===== config.mk =====
export PLATFORM = sky130hd
export DESIGN_NAME = sdram_uart_buffer
export DESIGN_NICKNAME = d
export VERILOG_FILES = /design/src/rtl/sdram_uart_pkg.sv /design/src/rtl/sync_fifo_fwft.sv /design/src/rtl/sdram_uart_buffer.sv
export SDC_FILE = /design/constraint.sdc
export NUM_CORES = 1
export LEC_CHECK = 0
export BUFFER_PORTS_ARGS = -buffer_cell sky130_fd_sc_hd__buf_2
export CAP_MARGIN = 20
export CORE_AREA = 2 2 139 243
export CTS_CLUSTER_SIZE = 14
export DETAILED_ROUTE_END_ITERATION = 8
export DIE_AREA = 0 0 141 245
export MAX_ROUTING_LAYER = met4
export SYNTH_ARGS = -nofsm -noshare
export SYNTH_HDL_FRONTEND = slang
export SYNTH_HIERARCHICAL = 1
export SYNTH_SLANG_ARGS = --single-unit

===== constraint.sdc =====
create_clock -name clk -period 5.7 [get_ports clk]
set_input_delay 0.285 -clock clk [delete_from_list [all_inputs] [get_ports clk]]
set_output_delay 0.285 -clock clk [all_outputs]
set_load 0.05 [all_outputs]

===== src/rtl/sdram_uart_pkg.sv =====
// Shared constants for the UART <-> SDRAM byte buffer: burst/FIFO defaults and FSM encodings.
package sdram_uart_pkg;

  localparam int unsigned BurstLenDef  = 4;
  localparam int unsigned FifoDepthDef = 16;

  localparam logic W_IDLE = 1'b0;
  localparam logic W_BUSY = 1'b1;

  localparam logic R_IDLE = 1'b0;
  localparam logic R_BUSY = 1'b1;

  localparam logic T_IDLE = 1'b0;
  localparam logic T_HOLD = 1'b1;

endpackage


===== src/rtl/sync_fifo_fwft.sv =====
// Synchronous first-word-fall-through FIFO; head reads 0 while empty, overflowing pushes are dropped.
module sync_fifo_fwft #(
  parameter int unsigned DATA_WIDTH = 8,
  parameter int unsigned ADDR_W     = 4
) (
  input  logic                  clk_i,
  input  logic                  rst_ni,
  input  logic                  push_i,
  input  logic [DATA_WIDTH-1:0] data_i,
  input  logic                  pop_i,
  output logic [DATA_WIDTH-1:0] head_o,
  output logic                  full_o,
  output logic                  empty_o,
  output logic [ADDR_W:0]       count_o
);

  localparam int unsigned Depth = 2 ** ADDR_W;
  localparam logic [ADDR_W:0] FullCount = {1'b1, {ADDR_W{1'b0}}};

  logic [DATA_WIDTH-1:0] mem_q [Depth];
  logic [ADDR_W-1:0]     wr_ptr_q, rd_ptr_q;
  logic [ADDR_W:0]       count_q;
  logic                  push_ok, pop_ok;

  assign full_o  = (count_q == FullCount);
  assign empty_o = (count_q == '0);
  assign count_o = count_q;
  // Full: pop wins and the push is dropped; empty: pop is ignored.
  assign push_ok = push_i & ~full_o;
  assign pop_ok  = pop_i & ~empty_o;
  assign head_o  = empty_o ? '0 : mem_q[rd_ptr_q];

  always_ff @(posedge clk_i) begin
    if (!rst_ni) begin
      wr_ptr_q <= '0;
      rd_ptr_q <= '0;
      count_q  <= '0;
    end else begin
      if (push_ok) wr_ptr_q <= wr_ptr_q + 1'b1;
      if (pop_ok)  rd_ptr_q <= rd_ptr_q + 1'b1;
      case ({push_ok, pop_ok})
        2'b10:   count_q <= count_q + 1'b1;
        2'b01:   count_q <= count_q - 1'b1;
        default: count_q <= count_q;
      endcase
    end
  end

  always_ff @(posedge clk_i) begin
    if (push_ok) mem_q[wr_ptr_q] <= data_i;
  end

endmodule


===== src/rtl/sdram_uart_buffer.sv =====
// UART RX -> write FIFO -> SDRAM write path, and SDRAM read path -> read FIFO -> UART TX.
module sdram_uart_buffer
  import sdram_uart_pkg::*;
#(
  parameter int unsigned DATA_WIDTH = 8,
  parameter int unsigned FIFO_DEPTH = FifoDepthDef,
  parameter int unsigned ADDR_W     = 4,
  parameter int unsigned BURST_LEN  = BurstLenDef
) (
  input  logic                  clk,
  input  logic                  rst_n,
  input  logic [DATA_WIDTH-1:0] rx_data,
  input  logic                  rx_valid,
  input  logic                  rd_req,
  output logic                  wr_trig,
  output logic                  rd_trig,
  input  logic                  wfifo_rd_en,
  output logic [DATA_WIDTH-1:0] wfifo_rd_data,
  input  logic                  rfifo_wr_en,
  input  logic [DATA_WIDTH-1:0] rfifo_wr_data,
  output logic [DATA_WIDTH-1:0] tx_data,
  output logic                  tx_start,
  input  logic                  tx_busy,
  output logic                  wfifo_ovf,
  output logic                  rfifo_ovf
);

  localparam int unsigned CntW = $clog2(BURST_LEN + 1);
  localparam logic [CntW-1:0]   LastBeat = CntW'(BURST_LEN - 1);
  localparam logic [ADDR_W:0]   BurstCnt = (ADDR_W + 1)'(BURST_LEN);
  localparam logic [ADDR_W:0]   DepthCnt = (ADDR_W + 1)'(FIFO_DEPTH);

  logic                  w_full, w_empty, r_full, r_empty;
  logic [ADDR_W:0]       w_count, r_count;
  logic [DATA_WIDTH-1:0] r_head;

  logic                  w_state_q, w_state_d, r_state_q, r_state_d, t_state_q, t_state_d;
  logic [CntW-1:0]       w_cnt_q, w_cnt_d, r_cnt_q, r_cnt_d;
  logic                  rd_pend_q, rd_pend_d;
  logic [DATA_WIDTH-1:0] tx_data_q, tx_data_d;
  logic                  wovf_q, wovf_d, rovf_q, rovf_d;
  logic                  wr_elig, rd_fire, w_pop_ok, tx_pop;

  sync_fifo_fwft #(.DATA_WIDTH(DATA_WIDTH), .ADDR_W(ADDR_W)) u_wfifo (
    .clk_i   (clk),
    .rst_ni  (rst_n),
    .push_i  (rx_valid),
    .data_i  (rx_data),
    .pop_i   (wfifo_rd_en),
    .head_o  (wfifo_rd_data),
    .full_o  (w_full),
    .empty_o (w_empty),
    .count_o (w_count)
  );

  sync_fifo_fwft #(.DATA_WIDTH(DATA_WIDTH), .ADDR_W(ADDR_W)) u_rfifo (
    .clk_i   (clk),
    .rst_ni  (rst_n),
    .push_i  (rfifo_wr_en),
    .data_i  (rfifo_wr_data),
    .pop_i   (tx_pop),
    .head_o  (r_head),
    .full_o  (r_full),
    .empty_o (r_empty),
    .count_o (r_count)
  );

  assign w_pop_ok = wfifo_rd_en & ~w_empty;
  // Write has priority; a trigger only fires with both FSMs idle, so the two are exclusive.
  assign wr_elig  = (w_state_q == W_IDLE) && (r_state_q == R_IDLE) && (w_count >= BurstCnt);
  assign rd_fire  = rd_pend_q && (r_state_q == R_IDLE) && (w_state_q == W_IDLE) && !wr_elig &&
                    ((DepthCnt - r_count) >= BurstCnt);
  assign wr_trig  = wr_elig;
  assign rd_trig  = rd_fire;
  assign tx_pop   = (t_state_q == T_IDLE) && !r_empty && !tx_busy;

  assign tx_data   = tx_data_q;
  assign tx_start  = (t_state_q == T_HOLD);
  assign wfifo_ovf = wovf_q;
  assign rfifo_ovf = rovf_q;

  always_comb begin
    w_state_d = w_state_q;
    w_cnt_d   = w_cnt_q;
    if (w_state_q == W_IDLE) begin
      if (wr_elig) begin
        w_state_d = W_BUSY;
        w_cnt_d   = '0;
      end
    end else if (w_pop_ok) begin
      if (w_cnt_q == LastBeat) begin
        w_state_d = W_IDLE;
        w_cnt_d   = '0;
      end else begin
        w_cnt_d = w_cnt_q + 1'b1;
      end
    end
  end

  always_comb begin
    r_state_d = r_state_q;
    r_cnt_d   = r_cnt_q;
    if (r_state_q == R_IDLE) begin
      if (rd_fire) begin
        r_state_d = R_BUSY;
        r_cnt_d   = '0;
      end
    end else if (rfifo_wr_en) begin
      if (r_cnt_q == LastBeat) begin
        r_state_d = R_IDLE;
        r_cnt_d   = '0;
      end else begin
        r_cnt_d = r_cnt_q + 1'b1;
      end
    end
  end

  always_comb begin
    // A request landing on the clearing cycle re-arms rather than merges.
    rd_pend_d = rd_fire ? rd_req : (rd_pend_q | rd_req);
    t_state_d = tx_pop ? T_HOLD : T_IDLE;
    tx_data_d = tx_pop ? r_head : tx_data_q;
    wovf_d    = wovf_q | (rx_valid & w_full);
    rovf_d    = rovf_q | (rfifo_wr_en & r_full);
  end

  always_ff @(posedge clk) begin
    if (!rst_n) begin
      w_state_q <= W_IDLE;
      r_state_q <= R_IDLE;
      t_state_q <= T_IDLE;
      w_cnt_q   <= '0;
      r_cnt_q   <= '0;
      rd_pend_q <= 1'b0;
      tx_data_q <= '0;
      wovf_q    <= 1'b0;
      rovf_q    <= 1'b0;
    end else begin
      w_state_q <= w_state_d;
      r_state_q <= r_state_d;
      t_state_q <= t_state_d;
      w_cnt_q   <= w_cnt_d;
      r_cnt_q   <= r_cnt_d;
      rd_pend_q <= rd_pend_d;
      tx_data_q <= tx_data_d;
      wovf_q    <= wovf_d;
      rovf_q    <= rovf_d;
    end
  end

endmodule


After elaboration in Yosys (flattened, before gate mapping). Memories as Yosys holds them, arrays and structs flattened. A register that Yosys moved wholly into a read port is not among the register bits. Index checks and enable logic that the tools add are counted.

RAM bits: 256. Memories kept: 2. Word-level logic and storage cells: 102. Input port bits: 23. Register bits: 38.

Memories: u_rfifo.mem_q (depth 16, width 8, rd ports 1, clocked after Yosys merged registers in 1, wr ports 1, line sync_fifo_fwft.sv:20) `logic [DATA_WIDTH-1:0] mem_q [Depth];`; u_wfifo.mem_q (depth 16, width 8, rd ports 1, clocked after Yosys merged registers in 1, wr ports 1, line sync_fifo_fwft.sv:20).

Magnitude comparators: 2. Reductions and logical operators: 20. Bitwise logic cells: 16. Equal/unequal tests: 10. Add/subtract/negate cells: 11. Mux-type cells: 27.

Operator list (count): two-way mux 3 bit (8); one-hot mux 5 bit (2 select lines) (2); adder 4 x 1 -> 4 bit (second input constant) (4); two-way mux 1 bit (14); adder 5 x 1 -> 5 bit (second input constant) (2); equality test 5 bit (second input constant) (2); greater-or-equal comparator 5 x 3 -> 1 bit (second input constant) (2); logical NOT 5 bit (2); subtractor 5 x 1 -> 5 bit (second input constant) (2); logical AND 1 bit (8); two-way mux 4 bit (2); two-way mux 8 bit (1); nonzero test 2 bit (4); NOT 1 bit (7); adder 3 x 1 -> 3 bit (second input constant) (2); AND 1 bit (6); equality test 3 x 2 -> 1 bit (second input constant) (2); subtractor 5 bit (first input constant) (1); equality test 2 x 1 -> 1 bit (second input constant) (2); equality test 2 bit (second input constant) (2); logical NOT 1 bit (4); AND reduction 2 bit (2); bitwise OR 1 bit (3); inequality test 2 x 1 -> 1 bit (second input constant) (1); inequality test 2 bit (second input constant) (1).

Depth between registers and ports, before layout.
Word-level depth: 8. Depth in mapped cells: 17.

Cells and area by module. Netlist, hierarchy kept.

Modules (own cells, without submodules): sync_fifo_fwft at u_rfifo (instances 1, area each 6014.5 sq um, cells each 338); sync_fifo_fwft at u_wfifo (instances 1, area each 5924.4 sq um, cells each 333); sdram_uart_buffer (instances 1, area each 945.9 sq um, cells each 110).

Worst setup path after synthesis. Ideal clock, no wire load.

Path kind: register to register. Start point: register u_rfifo.count_q[1], in the netlist u_rfifo/count_o[1]. End point: register u_rfifo.count_q[4], in the netlist u_rfifo/count_o[4]. Cell stages (with the launch flop): 18. Arrival time: 3.356 ns. Required time: 5.636 ns. Buffers on the path: 4. Library setup time: 0.064 ns. Clock period less this slack: 3.419 ns. Slack: 2.281 ns. Path through: dfxtp_1 > buf_6 > or4_4 > buf_6 > nor2_2 > or3_1 > clkbuf_1 > inv_2 > o21ai_4 > inv_1 > ha_1 > clkbuf_1 > xor2_1 > ha_1 > nand2_1 > o21ai_0 > or3_1 > nand4_1.

Word-level cells in the longest chain between the ends: 7. Elaborated cells on any way between the ends: 15.

RTL lines: start, declared (line sync_fifo_fwft.sv:22) `logic [ADDR_W:0] count_q;`; start signal, assigned (line sync_fifo_fwft.sv:42) `2'b10: count_q <= count_q + 1'b1;`; start signal, assigned (line sync_fifo_fwft.sv:43) `2'b01: count_q <= count_q - 1'b1;`; start signal, assigned (line sync_fifo_fwft.sv:44) `default: count_q <= count_q;`; logical NOT 5 bit * (line sync_fifo_fwft.sv:26) `assign empty_o = (count_q == '0);`; net r_empty (line sdram_uart_buffer.sv:33) `logic w_full, w_empty, r_full, r_empty;`; logical NOT 1 bit (line sdram_uart_buffer.sv:75) `assign tx_pop = (t_state_q == T_IDLE) && !r_empty && !tx_busy;`; logical AND 1 bit (2 in series) (line sdram_uart_buffer.sv:75); AND 1 bit * (line sync_fifo_fwft.sv:30) `assign pop_ok = pop_i & ~empty_o;`; net u_rfifo.pop_ok (line sync_fifo_fwft.sv:23) `logic push_ok, pop_ok;`; equality test 2 x 1 -> 1 bit or equality test 2 bit (tied branches) (line sync_fifo_fwft.sv:41) `case ({push_ok, pop_ok})`; one-hot mux 5 bit (2 select lines) or nonzero test 2 bit (tied branches).

The timed path passes the listed nets; every way through them passes the cells marked *. A chain may end at the register's enable or synchronous reset.

Worst setup path after layout.
Start point: register u_rfifo.count_q[2], in the netlist u_rfifo/count_o[2]. End point: register u_rfifo.count_q[4], in the netlist u_rfifo/count_o[4].

The elaborated chain is that of the path after synthesis.

==> results.py <==
metrics = {
    "finish": {
        "fill_cells": 2841,
        "final_layout_size_suffix_gt1_share_pct": 21.4,
        "stdcell_count": 1242,
        "ff_latch_area_um2": 8770,
        "multiInputGateArea_um2": 3780,
        "area_delta_synth_final_pct": 10.8,
        "final_nets": 857,
    },
    "setup_path": {
        "cp.arrival_ns": 4.19,
        "path_buf_inv": 2,
        "r2r-start": "u_rfifo/count_o[2]",
        "cp_max_fo": 15,
        "timing.critical_path.from": "u_rfifo/count_o[2]",
        "cp_num_cells": 12,
        "r2r_cells": 12,
        "crit_top_cell": "ha_1",
        "crit_path_start_kind": "register",
        "crit_type": "reg2reg",
        "crit_chain": "or4_4, nor2_2, or3_1, inv_2, o21ai_4, inv_1, ha_1, xor2_1, ha_1, o31ai_1, o21a_1, nand4_1",
        "crit_slowest_cell": "or4_4",
        "end_kind": "register",
        "cpPeakStageDelay_ns": 0.61,
        "required_ns": 6.12,
        "cpLargestDelayFamily": "simple AND/OR/NAND/NOR gates",
    },
    "die": {
        "die_h_um": 245,
        "ioPinCount": 44,
        "rows": 88,
        "die-area_um2": 34500,
        "start_util_pct": 39.4,
        "die_w_um": 141,
        "core_area_um2": 32700,
    },
    "clocking": {
        "cts_resized": 0,
        "cts_tree": "done",
        "clock_path_buffers": 3,
        "clkTransAtPathRegs_ns": 0.06,
        "cts-buffers-inserted": 28,
        "clock_latency_ns": 0.54,
        "root_buffer": "clkbuf_16",
        "cts_max_level": 1,
        "cts_sinks": 310,
        "post-cts-setup-buffers": 0,
        "cts_hold_buf": 1,
    },
    "sta": {
        "tightest_slew_ns": 0.974,
        "finalHoldViolCount": 0,
        "fin_crit_sh_pct": 66.0,
        "min_period_ns": 3.76,
        "slew_headroom_pct": 34.8,
        "setup_ws_ns": 1.94,
        "rsz0062_at_grt": "no",
        "setup_tns_ns": 0,
        "fin_hold_ws_ns": 0.0736,
        "setup_viol": 0,
        "timing.fmax_mhz": 266,
        "slew_violations": 0,
        "fin_worst_skew_ns": 0.00940,
    },
    "yosys": {
        "synth_area_um2": 12900,
        "synth-seq-cells": 310,
        "synth_edf_count": 256,
        "synth_top_area_share_pct": 59.7,
        "ys.flop_type": "edfxtp_1",
        "syn_inst": 781,
        "synth.distinct_cells": 58,
        "syn_nets": 822,
        "ys_warn_count": 6,
        "yosys-top-cells-area": "edfxtp_1 (60%), mux4_2 (11%), dfxtp_1 (8.4%), mux2i_1 (2.0%), a211oi_1 (1.9%)",
        "yosysTopAreaCell": "edfxtp_1",
        "avgSynthCellArea_um2": 16.5,
        "yosysSeqAreaShare_pct": 68.1,
        "async_flop_share_pct": 0,
    },
    "place": {
        "placed_cells": 1190,
        "preCtsSetupSlack_ns": 2.00,
        "port_buffers": 43,
        "place.gp.congestion": 0.811,
        "place_hpwl_um": 17900,
    },
    "routing": {
        "initialDrtViolationCount": 335,
        "ant_nets": 0,
        "first_pass_iters": 4,
        "wl_per_cell_um": 20.9,
        "routed_via_density": 5.37,
        "finalWirelength_um": 25900,
        "vias": 6664,
        "drc": 0,
    },
    "hold_path": {
        "hold_start": "rx_valid",
        "min_path_cells": 3,
        "hp-class": "in2reg",
    },
    "power_and_ir_drop": {
        "leakage_nw": 4.63,
        "peakVddDrop_uv": 277,
        "power.density_nw_per_um2": 415,
    },
    "global_routing": {
        "grt_max_degree": 63,
        "grt_pass1_vias": 6993,
        "grt.overflow.total": 0,
        "grt_usage_pct": 15.7,
        "grt_pass1_wl_um": 40200,
        "antenna_found_initial": 2,
    },
    "run_status": {
        "status": "finished clean",
    },
    "job": {
        "cap_viol_max_count": 0,
    },
}
==> layout by cell type (no fill, tap or decap), types with 10 or more instances in the layout <==
cell type,count
nor2b_1,26
buf_2,43
nand2b_1,10
nand2_1,39
mux4_2,64
o21a_1,12
ha_1,18
a211oi_1,33
buf_4,14
nor3_1,13
nor2_1,44
a21oi_1,11
inv_1,15
edfxtp_1,256
clkbuf_16,29
and2_1,11
mux2i_1,26
dfxtp_1,51
==> synth_stat cells, types with 2 or more instances <==
cell	n
a211oi_1	33
a21boi_0	2
a21boi_1	8
a21o_1	2
a21oi_1	11
and2_1	11
buf_1	6
buf_2	17
buf_4	2
buf_6	6
clkbuf_1	22
dfxtp_1	54
edfxtp_1	256
ha_1	18
inv_1	15
mux2i_1	26
mux4_2	64
nand2_1	39
nand2b_1	10
nand3_1	9
nand3b_1	5
nand4_1	8
nand4b_1	4
nor2_1	44
nor2_2	2
nor2b_1	26
nor3_1	13
nor3b_1	2
nor4b_1	2
nor4bb_1	2
o2111ai_1	2
o211ai_1	2
o211ai_2	4
o21a_1	12
o21ai_0	3
o21ai_4	2
o31ai_1	3
or3_1	2
or4_4	3
xnor2_1	6
xor2_1	6
==> final timing paths <==
kind / to / slack, ns
min: wfifo_ovf / 0.07
max reg2reg: u_rfifo/count_o[4] / 1.94
min reg2reg: w_cnt_q[2] / 0.44
max: u_rfifo/count_o[4] / 1.94
==> cell families (layout without fill, tap and decap cells) <==
family | Yosys count | after routing | share of synthesized area [%]
other cells | 0 | 2 | 0
mux | 91 | 91 | 13.3
buf+inv | 69 | 123 | 2.58
simple gates | 187 | 187 | 7.74
fa+ha+maj | 18 | 18 | 1.75
flops | 310 | 310 | 68.1
xor+xnor | 12 | 12 | 0.816
compound gates | 94 | 94 | 5.77
==> layer usage <==
layer	up-vias	part of all wire [%]	track usage, %
met1	3387	35	15.8
met5	-	0	-
met3	44	3.3	1.93
met2	125	59	30.5
met4	0	2.7	5.88
li1	3108	-	-
==> worst register-to-register path, delay by kind of cell (launching register included) <==
| kind | cells | cell delay (ns) |
|---|---|---|
| buffers and inverters | 2 | 0.26 |
| AO/OA/AOI/OAI | 3 | 0.75 |
| flip-flops | 1 | 0.44 |
| AND/OR/NAND/NOR | 4 | 1.44 |
| adder cells (fa/ha/maj) | 2 | 0.56 |
| XOR/XNOR | 1 | 0.20 |
==> flip-flops by register name, summed over array words and instances, names as in the netlist, 5 cells and up, named ones only <==
name	flops
u_rfifo/mem_q	128
u_rfifo/count_o	5
u_wfifo/mem_q	128
tx_data	8
u_wfifo/count_o	5
==> area by class of cell <==
cell class,count,share of cell area (%)
Inverter,16,0.421
Sequential cell,310,61.5
Timing Repair Buffer,58,2.31
Clock buffer,38,5.32
Antenna cell,2,0.0351
Tap cell,405,3.55
Multi-Input combinational cell,402,26.5
Clock inverter,11,0.386
==> where the power goes <==
part / switching (mW) / internal, mW / total (mW)
clock network: 0.779 / 0.929 / 1.71
registers: 0.132 / 2.58 / 2.71
logic: 0.952 / 0.553 / 1.51
total: 1.86 / 4.06 / 5.93
==> per-stage QoR <==
stage / utilization, % / total power, mW / instance area (µm²)
after detailed placement: 41.1 / 4.29 / 13400
after CTS: 43.6 / 6.01 / 14300
after global routing: 43.6 / 6.21 / 14300
final: 43.6 / 5.93 / 14300
after floorplan: - / 3.94 / 12900
after global placement: 41.1 / 4.27 / 13400
(Power assumes the default switching activity.)
